<file path="config.mk">
export PLATFORM = sky130hd
export DESIGN_NAME = student_sample_ring_ctrl
export DESIGN_NICKNAME = d
export VERILOG_FILES = /design/src/rtl/student_fir_pkg.sv /design/src/rtl/student_sample_ring_ctrl.sv
export SDC_FILE = /design/constraint.sdc
export NUM_CORES = 1
export LEC_CHECK = 0
export BUFFER_PORTS_ARGS = -buffer_cell sky130_fd_sc_hd__buf_2
export CAP_MARGIN = 20
export CORE_UTILIZATION = 40
export DETAILED_ROUTE_END_ITERATION = 8
export PLACE_DENSITY = 0.69
export SYNTH_ARGS = -nofsm -noshare
export SYNTH_HDL_FRONTEND = slang
export SYNTH_SLANG_ARGS = --single-unit
</file>
<file path="constraint.sdc">
create_clock -name clk_i -period 4 [get_ports clk_i]
set_clock_uncertainty 0.15 [all_clocks]
set_input_delay 0.2 -clock clk_i [delete_from_list [all_inputs] [get_ports clk_i]]
set_output_delay 0.2 -clock clk_i [all_outputs]
set_load 0.02 [all_outputs]
</file>
<file path="src/rtl/student_fir_pkg.sv">
// Shared types for the FIR sample history ring.
// Holds the ring FSM states and default ring geometry.
package student_fir_pkg;

  localparam int AddrWidth = 10;
  localparam int RingDepth = 2 ** AddrWidth;

  typedef logic [AddrWidth-1:0] tap_idx_t;

  typedef enum logic [1:0] {
    IDLE,
    READ,
    DRAIN,
    CLEAR
  } ring_state_e;

endpackage

</file>
<file path="src/rtl/student_sample_ring_ctrl.sv">
// Circular sample history controller: writes one sample, streams NumTaps taps.
// Optional STUDENT_SAMPLE_RING_CLEAR_EN zero-fills the ring after reset.
module student_sample_ring_ctrl #(
  parameter int AddrWidth = 10,
  parameter int DataSize  = 16,
  parameter int NumTaps   = 64
) (
  input  logic                 clk_i,
  input  logic                 rst_i,
  input  logic [DataSize-1:0]  sample_i,
  input  logic                 sample_valid_i,
  output logic                 sample_ready_o,
  output logic                 ram_ena_o,
  output logic                 ram_wea_o,
  output logic [AddrWidth-1:0] ram_addra_o,
  output logic [DataSize-1:0]  ram_dia_o,
  output logic                 ram_enb_o,
  output logic [AddrWidth-1:0] ram_addrb_o,
  input  logic [DataSize-1:0]  ram_dob_i,
  output logic [DataSize-1:0]  tap_data_o,
  output logic [AddrWidth-1:0] tap_idx_o,
  output logic                 tap_valid_o,
  output logic                 tap_first_o,
  output logic                 tap_last_o,
  output logic                 busy_o
);

  import student_fir_pkg::*;

  typedef logic [AddrWidth-1:0] addr_t;

  localparam addr_t LastTap = addr_t'(NumTaps - 1);

`ifdef STUDENT_SAMPLE_RING_CLEAR_EN
  localparam ring_state_e RstState = CLEAR;
`else
  localparam ring_state_e RstState = IDLE;
`endif

  if (NumTaps < 1 || NumTaps > 2 ** AddrWidth) begin : g_bad_taps
    $error("NumTaps must lie in 1..2**AddrWidth");
  end

  ring_state_e state_q, state_d;
  addr_t       wr_ptr_q, wr_ptr_d;
  addr_t       base_q, base_d;
  addr_t       rd_cnt_q, rd_cnt_d;
  logic        first_d, last_d;

  logic        tap_valid_q, tap_first_q, tap_last_q;
  addr_t       tap_idx_q;

  always_comb begin
    state_d        = state_q;
    wr_ptr_d       = wr_ptr_q;
    base_d         = base_q;
    rd_cnt_d       = rd_cnt_q;
    sample_ready_o = 1'b0;
    ram_ena_o      = 1'b0;
    ram_wea_o      = 1'b0;
    ram_addra_o    = '0;
    ram_dia_o      = '0;
    ram_enb_o      = 1'b0;
    ram_addrb_o    = '0;
    first_d        = 1'b0;
    last_d         = 1'b0;
    unique case (state_q)
      IDLE: begin
        sample_ready_o = 1'b1;
        if (sample_valid_i) begin
          ram_ena_o   = 1'b1;
          ram_wea_o   = 1'b1;
          ram_addra_o = wr_ptr_q;
          ram_dia_o   = sample_i;
          base_d      = wr_ptr_q;
          rd_cnt_d    = '0;
          state_d     = READ;
        end
      end
      READ: begin
        // Unsigned subtraction walks backwards through the ring.
        ram_enb_o   = 1'b1;
        ram_addrb_o = base_q - rd_cnt_q;
        first_d     = (rd_cnt_q == '0);
        last_d      = (rd_cnt_q == LastTap);
        if (last_d) begin
          state_d  = DRAIN;
          wr_ptr_d = wr_ptr_q + 1'b1;
          rd_cnt_d = '0;
        end else begin
          rd_cnt_d = rd_cnt_q + 1'b1;
        end
      end
      DRAIN: begin
        state_d = IDLE;
      end
      CLEAR: begin
`ifdef STUDENT_SAMPLE_RING_CLEAR_EN
        ram_ena_o   = 1'b1;
        ram_wea_o   = 1'b1;
        ram_addra_o = rd_cnt_q;
        rd_cnt_d    = rd_cnt_q + 1'b1;
        if (&rd_cnt_q) begin
          state_d  = IDLE;
          rd_cnt_d = '0;
        end
`else
        state_d = IDLE;
`endif
      end
    endcase
  end

  always_ff @(posedge clk_i or posedge rst_i) begin
    if (rst_i) begin
      state_q     <= RstState;
      wr_ptr_q    <= '0;
      base_q      <= '0;
      rd_cnt_q    <= '0;
      tap_valid_q <= 1'b0;
      tap_idx_q   <= '0;
      tap_first_q <= 1'b0;
      tap_last_q  <= 1'b0;
    end else begin
      state_q     <= state_d;
      wr_ptr_q    <= wr_ptr_d;
      base_q      <= base_d;
      rd_cnt_q    <= rd_cnt_d;
      // Delay matches the RAM's registered read port.
      tap_valid_q <= ram_enb_o;
      tap_idx_q   <= ram_enb_o ? rd_cnt_q : '0;
      tap_first_q <= first_d;
      tap_last_q  <= last_d;
    end
  end

  assign tap_data_o  = tap_valid_q ? ram_dob_i : '0;
  assign tap_idx_o   = tap_idx_q;
  assign tap_valid_o = tap_valid_q;
  assign tap_first_o = tap_first_q;
  assign tap_last_o  = tap_last_q;
  assign busy_o      = (state_q != IDLE);

endmodule

</file>
==> results of run 1 <==
==> repair_timing <==
| action | CTS | global route |
|---|---|---|
| gates resized for setup | 0 | 0 |
| hold buffers | 1 | 0 |
| setup endpoints to repair | 0 | 0 |
| endpoints found under the hold margin | 45 | 0 |
==> cell families after synthesis <==
logic type,Yosys count
AO/OA/AOI/OAI,45
XOR/XNOR,16
adder cells (fa/ha/maj),13
buffers and inverters,29
flip-flops,45
multiplexers,1
AND/OR/NAND/NOR,120
==> cell type report <==
type,instances,area share [%]
tap,75,2.898
inverter,17,1.971
timing repair buffer,107,16.85
multi-input combinational,195,39.26
clock buffer,5,2.125
sequential,45,34.78
clock inverter,3,2.125
==> where the power goes <==
group / switching [uW] / internal [uW]
Clock: 158 / 251
Sequential: 0 / 454
Combinational: 29.7 / 22.6
Total: 187 / 728
==> path summary, 6_finish.rpt <==
| check | startpoint | end | slack, ns | cells past startpoint |
|---|---|---|---|---|
| worst max-delay path | rd_cnt_q[1] | ram_addrb_o[9] | 1.20 | 8 |
| worst min-delay path | wr_ptr_q[9] | wr_ptr_q[9] | 0.33 | 1 |
| worst max register to register | rd_cnt_q[6] | rd_cnt_q[9] | 1.59 | 5 |
| worst min register to register | wr_ptr_q[9] | wr_ptr_q[9] | 0.33 | 1 |
| max in group asynchronous | rst_i | tap_idx_o[6] | 2.90 | 4 |
| min in group asynchronous | rst_i | wr_ptr_q[2] | 0.41 | 4 |
==> per-layer routing <==
| metal | track usage [%] | up-vias | share of wire (%) | wire [um] |
|---|---|---|---|---|
| met5 | 0 | - | 0 | 0 |
| li1 | - | 1130 | - | - |
| met3 | 3.371 | 11 | 5.2 | 313 |
| met4 | 6.607 | 0 | 1.6 | 94 |
| met2 | 29.00 | 73 | 45 | 2690 |
| met1 | 26.57 | 1028 | 48 | 2869 |
==> cell usage in the layout (no fill, tap or decap), drive strengths merged, types with 5 or more instances in the layout <==
cell / n
a21oi: 8
o21ai: 14
dfrtp: 45
and3: 29
and2: 19
inv: 16
nor3: 7
a21o: 12
nor2: 24
xnor2: 12
nand2: 14
buf: 106
clkbuf: 5
ha: 12
nand3: 11
==> per-stage QoR <==
| step | instances | hold WS (ns) |
|---|---|---|
| floorplan | 269 | 0.2875 |
| global placement | 438 | 0.2105 |
| detailed placement | 438 | 0.2195 |
| CTS | 447 | 0.3258 |
| global route | 447 | 0.3392 |
| finish | 447 | 0.3275 |
==> state kept, by name (all words and copies together) (netlist names) <==
signal       flops
tap_valid_o      1
tap_idx_o       10
wr_ptr_q        10
rd_cnt_q        10
tap_first_o      1
state_q          2
base_q          10
tap_last_o       1
==> summary.md, run 1 <==
| Metric | Value |
|---|---|
| Setup WS pre-CTS | 1.535 ns |
| Synth Area in XOR/XNOR | 5.564% |
| Post-synthesis mux area share | 0.4471% |
| Synth unique cells | 40 |
| Max Cap Violations | 0 |
| Gr usage total | 18.91% |
| Register cell area after layout | 1126 um2 |
| Final Slew Violations | 0 |
| Slowest stage delay, CP | 0.48 ns |
| Post-route DRC | 0 |
| RSZ-0062 raised after global routing | false |
| Synthesis-stage register bit count | 45 |
| Core box area | 5991 um2 |
| Critical-path cell list | inv_1, ha_1, nor2b_1, o2111ai_1, a211oi_1, or3_1, a21oi_1, buf_2 |
| Most common cell in the netlist | dfrtp_1 |
| Setup ws final | 1.196 ns |
| Util after Layout | 54.05% |
| Layout cell share with drive strength beyond 1 | 32.26% |
| # setup viols final | 0 |
| Overall Power | 915.7 uW |
| Area growth syn-to-layout | 28.56% |
| Max FO, Critical Path | 6 |
| Most frequent cells after synthesis | 45 x dfrtp_1, 27 x and3_1, 24 x nor2_1 |
| Synth area leader | dfrtp_1 |
| Fraction of registers with async set/reset | 100.0% |
| Wirelength per Cell | 13.35 um |
| Cell Area, Synth | 2519 um2 |
| Placed instance area | 3090 um2 |
| CP top delay family | compound AO/OA/AOI/OAI gates |
| Main combinational cell family by area after synthesis | simple AND/OR/NAND/NOR gates |
| Initial drt markers | 165 |
| Final period util | 70.11% |
| Via count | 2242 |
| IO Pins | 105 |
| WP data required | 3.65 ns |
| Final hold vios | 0 |
| Post-synth top flop | dfrtp_1 |
| Post-Route WL | 5967 um |
| Final Cell Area | 3238 um2 |
| Worst EP arrival | 2.45 ns |
| VDD IR-drop max | 242.8 uV |
| Skew-Pair Late Insertion Delay | 0.30 ns |
| Clock transition at path regs | 0.09 ns |
| Fin nets | 419 |
| Power per cell area | 282.8 nW/um2 |
| Chip Height | 81.35 um |
| Synthesized instance count | 269 |
| Layout filler cell count | 545 |
| Multi-input logic area | 1271 um2 |
| H-tree levels | 2 |
| CTS tree | yes |
| Adder-Cell Fraction of Synth Area | 6.756% |
| Slew HR | 52.08% |
| Ranking of synthesized cells by area | dfrtp_1 45%, and3_1 6.7%, ha_1 6.0% |
| Syn avg cell area | 9.363 um2 |
| Die footprint | 6618 um2 |
| Longest Clk Path Bufs | 2 |
| Initial Util | 42.04% |
| CTS Sinks | 45 |
| Global placement routability congestion | 0.8927 |
| Status | completed |
| Minimum clock period | 2.804 ns |
| Detail Route Antenna Nets | 0 |
| Slowest library cell on the worst path | dfrtp_1 |
| Syn nets | 317 |
| Critical path startpoint category | flop |
| Root Driver | clkbuf_8 |
| Initial DRT Pass Iterations | 4 |
| Synth warn | 0 |
| N_diodes | 0 |
| Port bufs | 104 |
| TNS Setup | 0 ns |
| HP Class | flop to flop |
| Die X | 81.35 um |
| Worst Path Buf+Inv | 2 |
| Leak | 0.001875 uW |
| Vias in the first global route | 1986 |
| Worst setup EP type | primary output |
| Post-CTS setup buffers | 0 |
| Max Freq | 0.3566 GHz |
| Final HPWL DP | 4454 um |
| Post-synthesis simple-gate area fraction | 26.13% |
| Area fraction of the dominant cell type after synthesis | 44.71% |
| CTS Buf Count | 5 |
| Sequential-to-total area share from yosys stat | 44.71% |
| Initial antenna violation count | 0 |
| Number of synthesized flops with an enable pin | 0 |
| Post-synthesis compound-gate area fraction | 11.57% |
| Slew at the pin with the worst max-slew slack | 0.7127 ns |
| First-pass GRT wire length | 9508 um |
| Row count | 28 |
| Via/cell ratio | 5.016 |
| Grt total ovfl | 0 |
| Largest net degree at the start of global routing | 46 |
| Critical path class | flop to primary output |
Power figures use the tool's default switching activity.
==> inputs of run 2 (changes only) <==
- clock period: 4 -> 2.6 ns (I/O delays scaled with it)
==> run 2 against run 1 <==
Against the previous run: worst setup slack got worse by 1.2 ns; critical path depth increased by 1; first-iteration DRC count shrank 43%; sequential power is 54% higher; die area stayed put; design area up 4.9%; sequential cell count did not move; combinational power grew 58%.
==> summary.md, run 2 (synthesized netlist as in run 1, its figures left out) <==
| Metric | Value |
|---|---|
| # placed instances | 443 |
| IO Pins | 105 |
| Worst setup EP type | primary output |
| HP Class | primary input to async pin |
| Root Driver | clkbuf_8 |
| VDD IR-drop max | 382.1 uV |
| Switching share of power | 20.77% |
| Final HPWL DP | 4619 um |
| Worst EP arrival | 2.29 ns |
| Initial antenna violation count | 0 |
| CTS Buf Count | 5 |
| Via count | 2317 |
| CTS Sinks | 45 |
| Power per cell area | 416.6 nW/um2 |
| Skew-Pair Late Insertion Delay | 0.31 ns |
| First-pass GRT wire length | 9860 um |
| Post-Route WL | 6330 um |
| WHS | 0.2328 ns |
| R2R Setup Slk | 0.32 ns |
| Commonest non-fill, non-tap cell in the layout | buf_2 |
| Global placement routability congestion | 0.8726 |
| CTS tree | yes |
| Final Slew Violations | 0 |
| Fin nets | 429 |
| Util after Layout | 56.73% |
| Max Freq | 0.3896 GHz |
| Leak | 0.001920 uW |
| Largest net degree at the start of global routing | 29 |
| Slew at the pin with the worst max-slew slack | 0.7032 ns |
| Status | completed |
| Longest Clk Path Bufs | 2 |
| Post-route DRC | 0 |
| Clock transition at path regs | 0.09 ns |
| Final hold vios | 0 |
| RSZ-0062 raised after global routing | true |
| Internal power | 1121 uW |
| Core box area | 5991 um2 |
| Initial drt markers | 94 |
| Area growth syn-to-layout | 34.92% |
| TNS Setup | 0 ns |
| M2 GR Usage | 29.92% |
| Top Usage Layer GRT | met2 |
| N_diodes | 0 |
| Logic pwr share | 5.8% |
| Crit path launch | base_q[0] |
| Detail Route Antenna Nets | 0 |
| Critical path startpoint category | flop |
| Final period util | 98.71% |
| Vias in the first global route | 2008 |
| Met1 GRT Util | 26.82% |
| Minimum clock period | 2.567 ns |
| Max FO, Critical Path | 3 |
| Max Cap Violations | 0 |
| Grt total ovfl | 0 |
| Reg2reg path depth | 5 |
| Gr usage total | 19.73% |
| Critical path class | flop to primary output |
| Slew HR | 52.83% |
| # setup viols final | 0 |
| Port bufs | 104 |
| Die footprint | 6618 um2 |
| Met3 Usage GRT | 3.708% |
| Layout cell share with drive strength beyond 1 | 38.22% |
| Chip Height | 81.35 um |
| Switching power total | 294.1 uW |
| Final std cells w/o fill | 457 |
| R2r startpoint | rd_cnt_q[9] |
| Die X | 81.35 um |
| Via/cell ratio | 5.070 |
| WP data required | 2.32 ns |
| H-tree levels | 2 |
| Sequential power share | 49.4% |
| Clock share of power | 44.8% |
| Wirelength per Cell | 13.85 um |
| Commonest non-fill, non-tap cells in the layout | 102 x buf_2, 44 x dfrtp_1, 27 x and3_1 |
| Row count | 28 |
| Initial Util | 42.04% |
| Initial DRT Pass Iterations | 4 |
==> run 2: changes by cell type in the layout (fill, tap and decap cells not counted), moves of 2 or more <==
cell | previous run | this run
buf_4 | 2 | 13
buf_2 | 104 | 102
a21oi_1 | 8 | 5
ha_1 | 12 | 9
ha_4 | 0 | 3
inv_2 | 0 | 4
inv_1 | 15 | 11
a21oi_2 | 0 | 3
==> run 2: area by class of cell <==
class,count,area [um2]
fill,534,2592
multi-input combinational,195,1346
sequential,45,1127
timing repair buffer,117,629.4
tap,75,93.84
clock buffer,5,68.82
clock inverter,3,68.82
inverter,17,63.81
==> run 2: final timing paths <==
check / endpoint
setup / recovery: ram_addrb_o[8]
hold / removal: wr_ptr_q[2]
setup reg to reg: wr_ptr_q[8]
hold reg to reg: wr_ptr_q[9]
max in group asynchronous: rd_cnt_q[4]
min in group clk_i: base_q[7]
==> run 2: power by group through the flow <==
stage	combinational [uW]	clock, uW	sequential, uW
after floorplan	39.8	0	713
after global placement	80.8	0	713
after detailed placement	82.7	0	713
after CTS	83.7	652	699
after global routing	91.7	677	699
final	82.4	634	699
==> run 2: worst max-delay path, cell delays in order (launching register included) <==
cell,delay [ns]
dfrtp_1,0.41
inv_2,0.09
ha_4,0.14
fa_2,0.23
nor2b_4,0.05
o31a_1,0.27
o41a_1,0.34
o21ai_1,0.12
nor3b_2,0.17
buf_4,0.16
==> run 2: what timing repair did <==
action	CTS	global route
setup endpoints to repair	3	3
resized for setup	10	12
buffers inserted	1	4
pin swaps	0	2
endpoints found under the hold margin	19	0
hold buffers	1	0
==> run 2: per-layer routing <==
metal | vias up | part of all wire (%)
met3 | 11 | 5.4
met2 | 83 | 46
li1 | 1153 | -
met5 | - | 0
met1 | 1070 | 46
met4 | 0 | 2.3
==> run 2: through the flow <==
stage	area (um2)	total power, uW	setup slack, ns
floorplan	2519	752.9	0.1707
finish	3398	1416	0.03342
global route	3398	1468	-0.08637
global placement	3128	793.9	0.2624
CTS	3334	1434	-0.002193
detailed placement	3128	795.8	0.2276
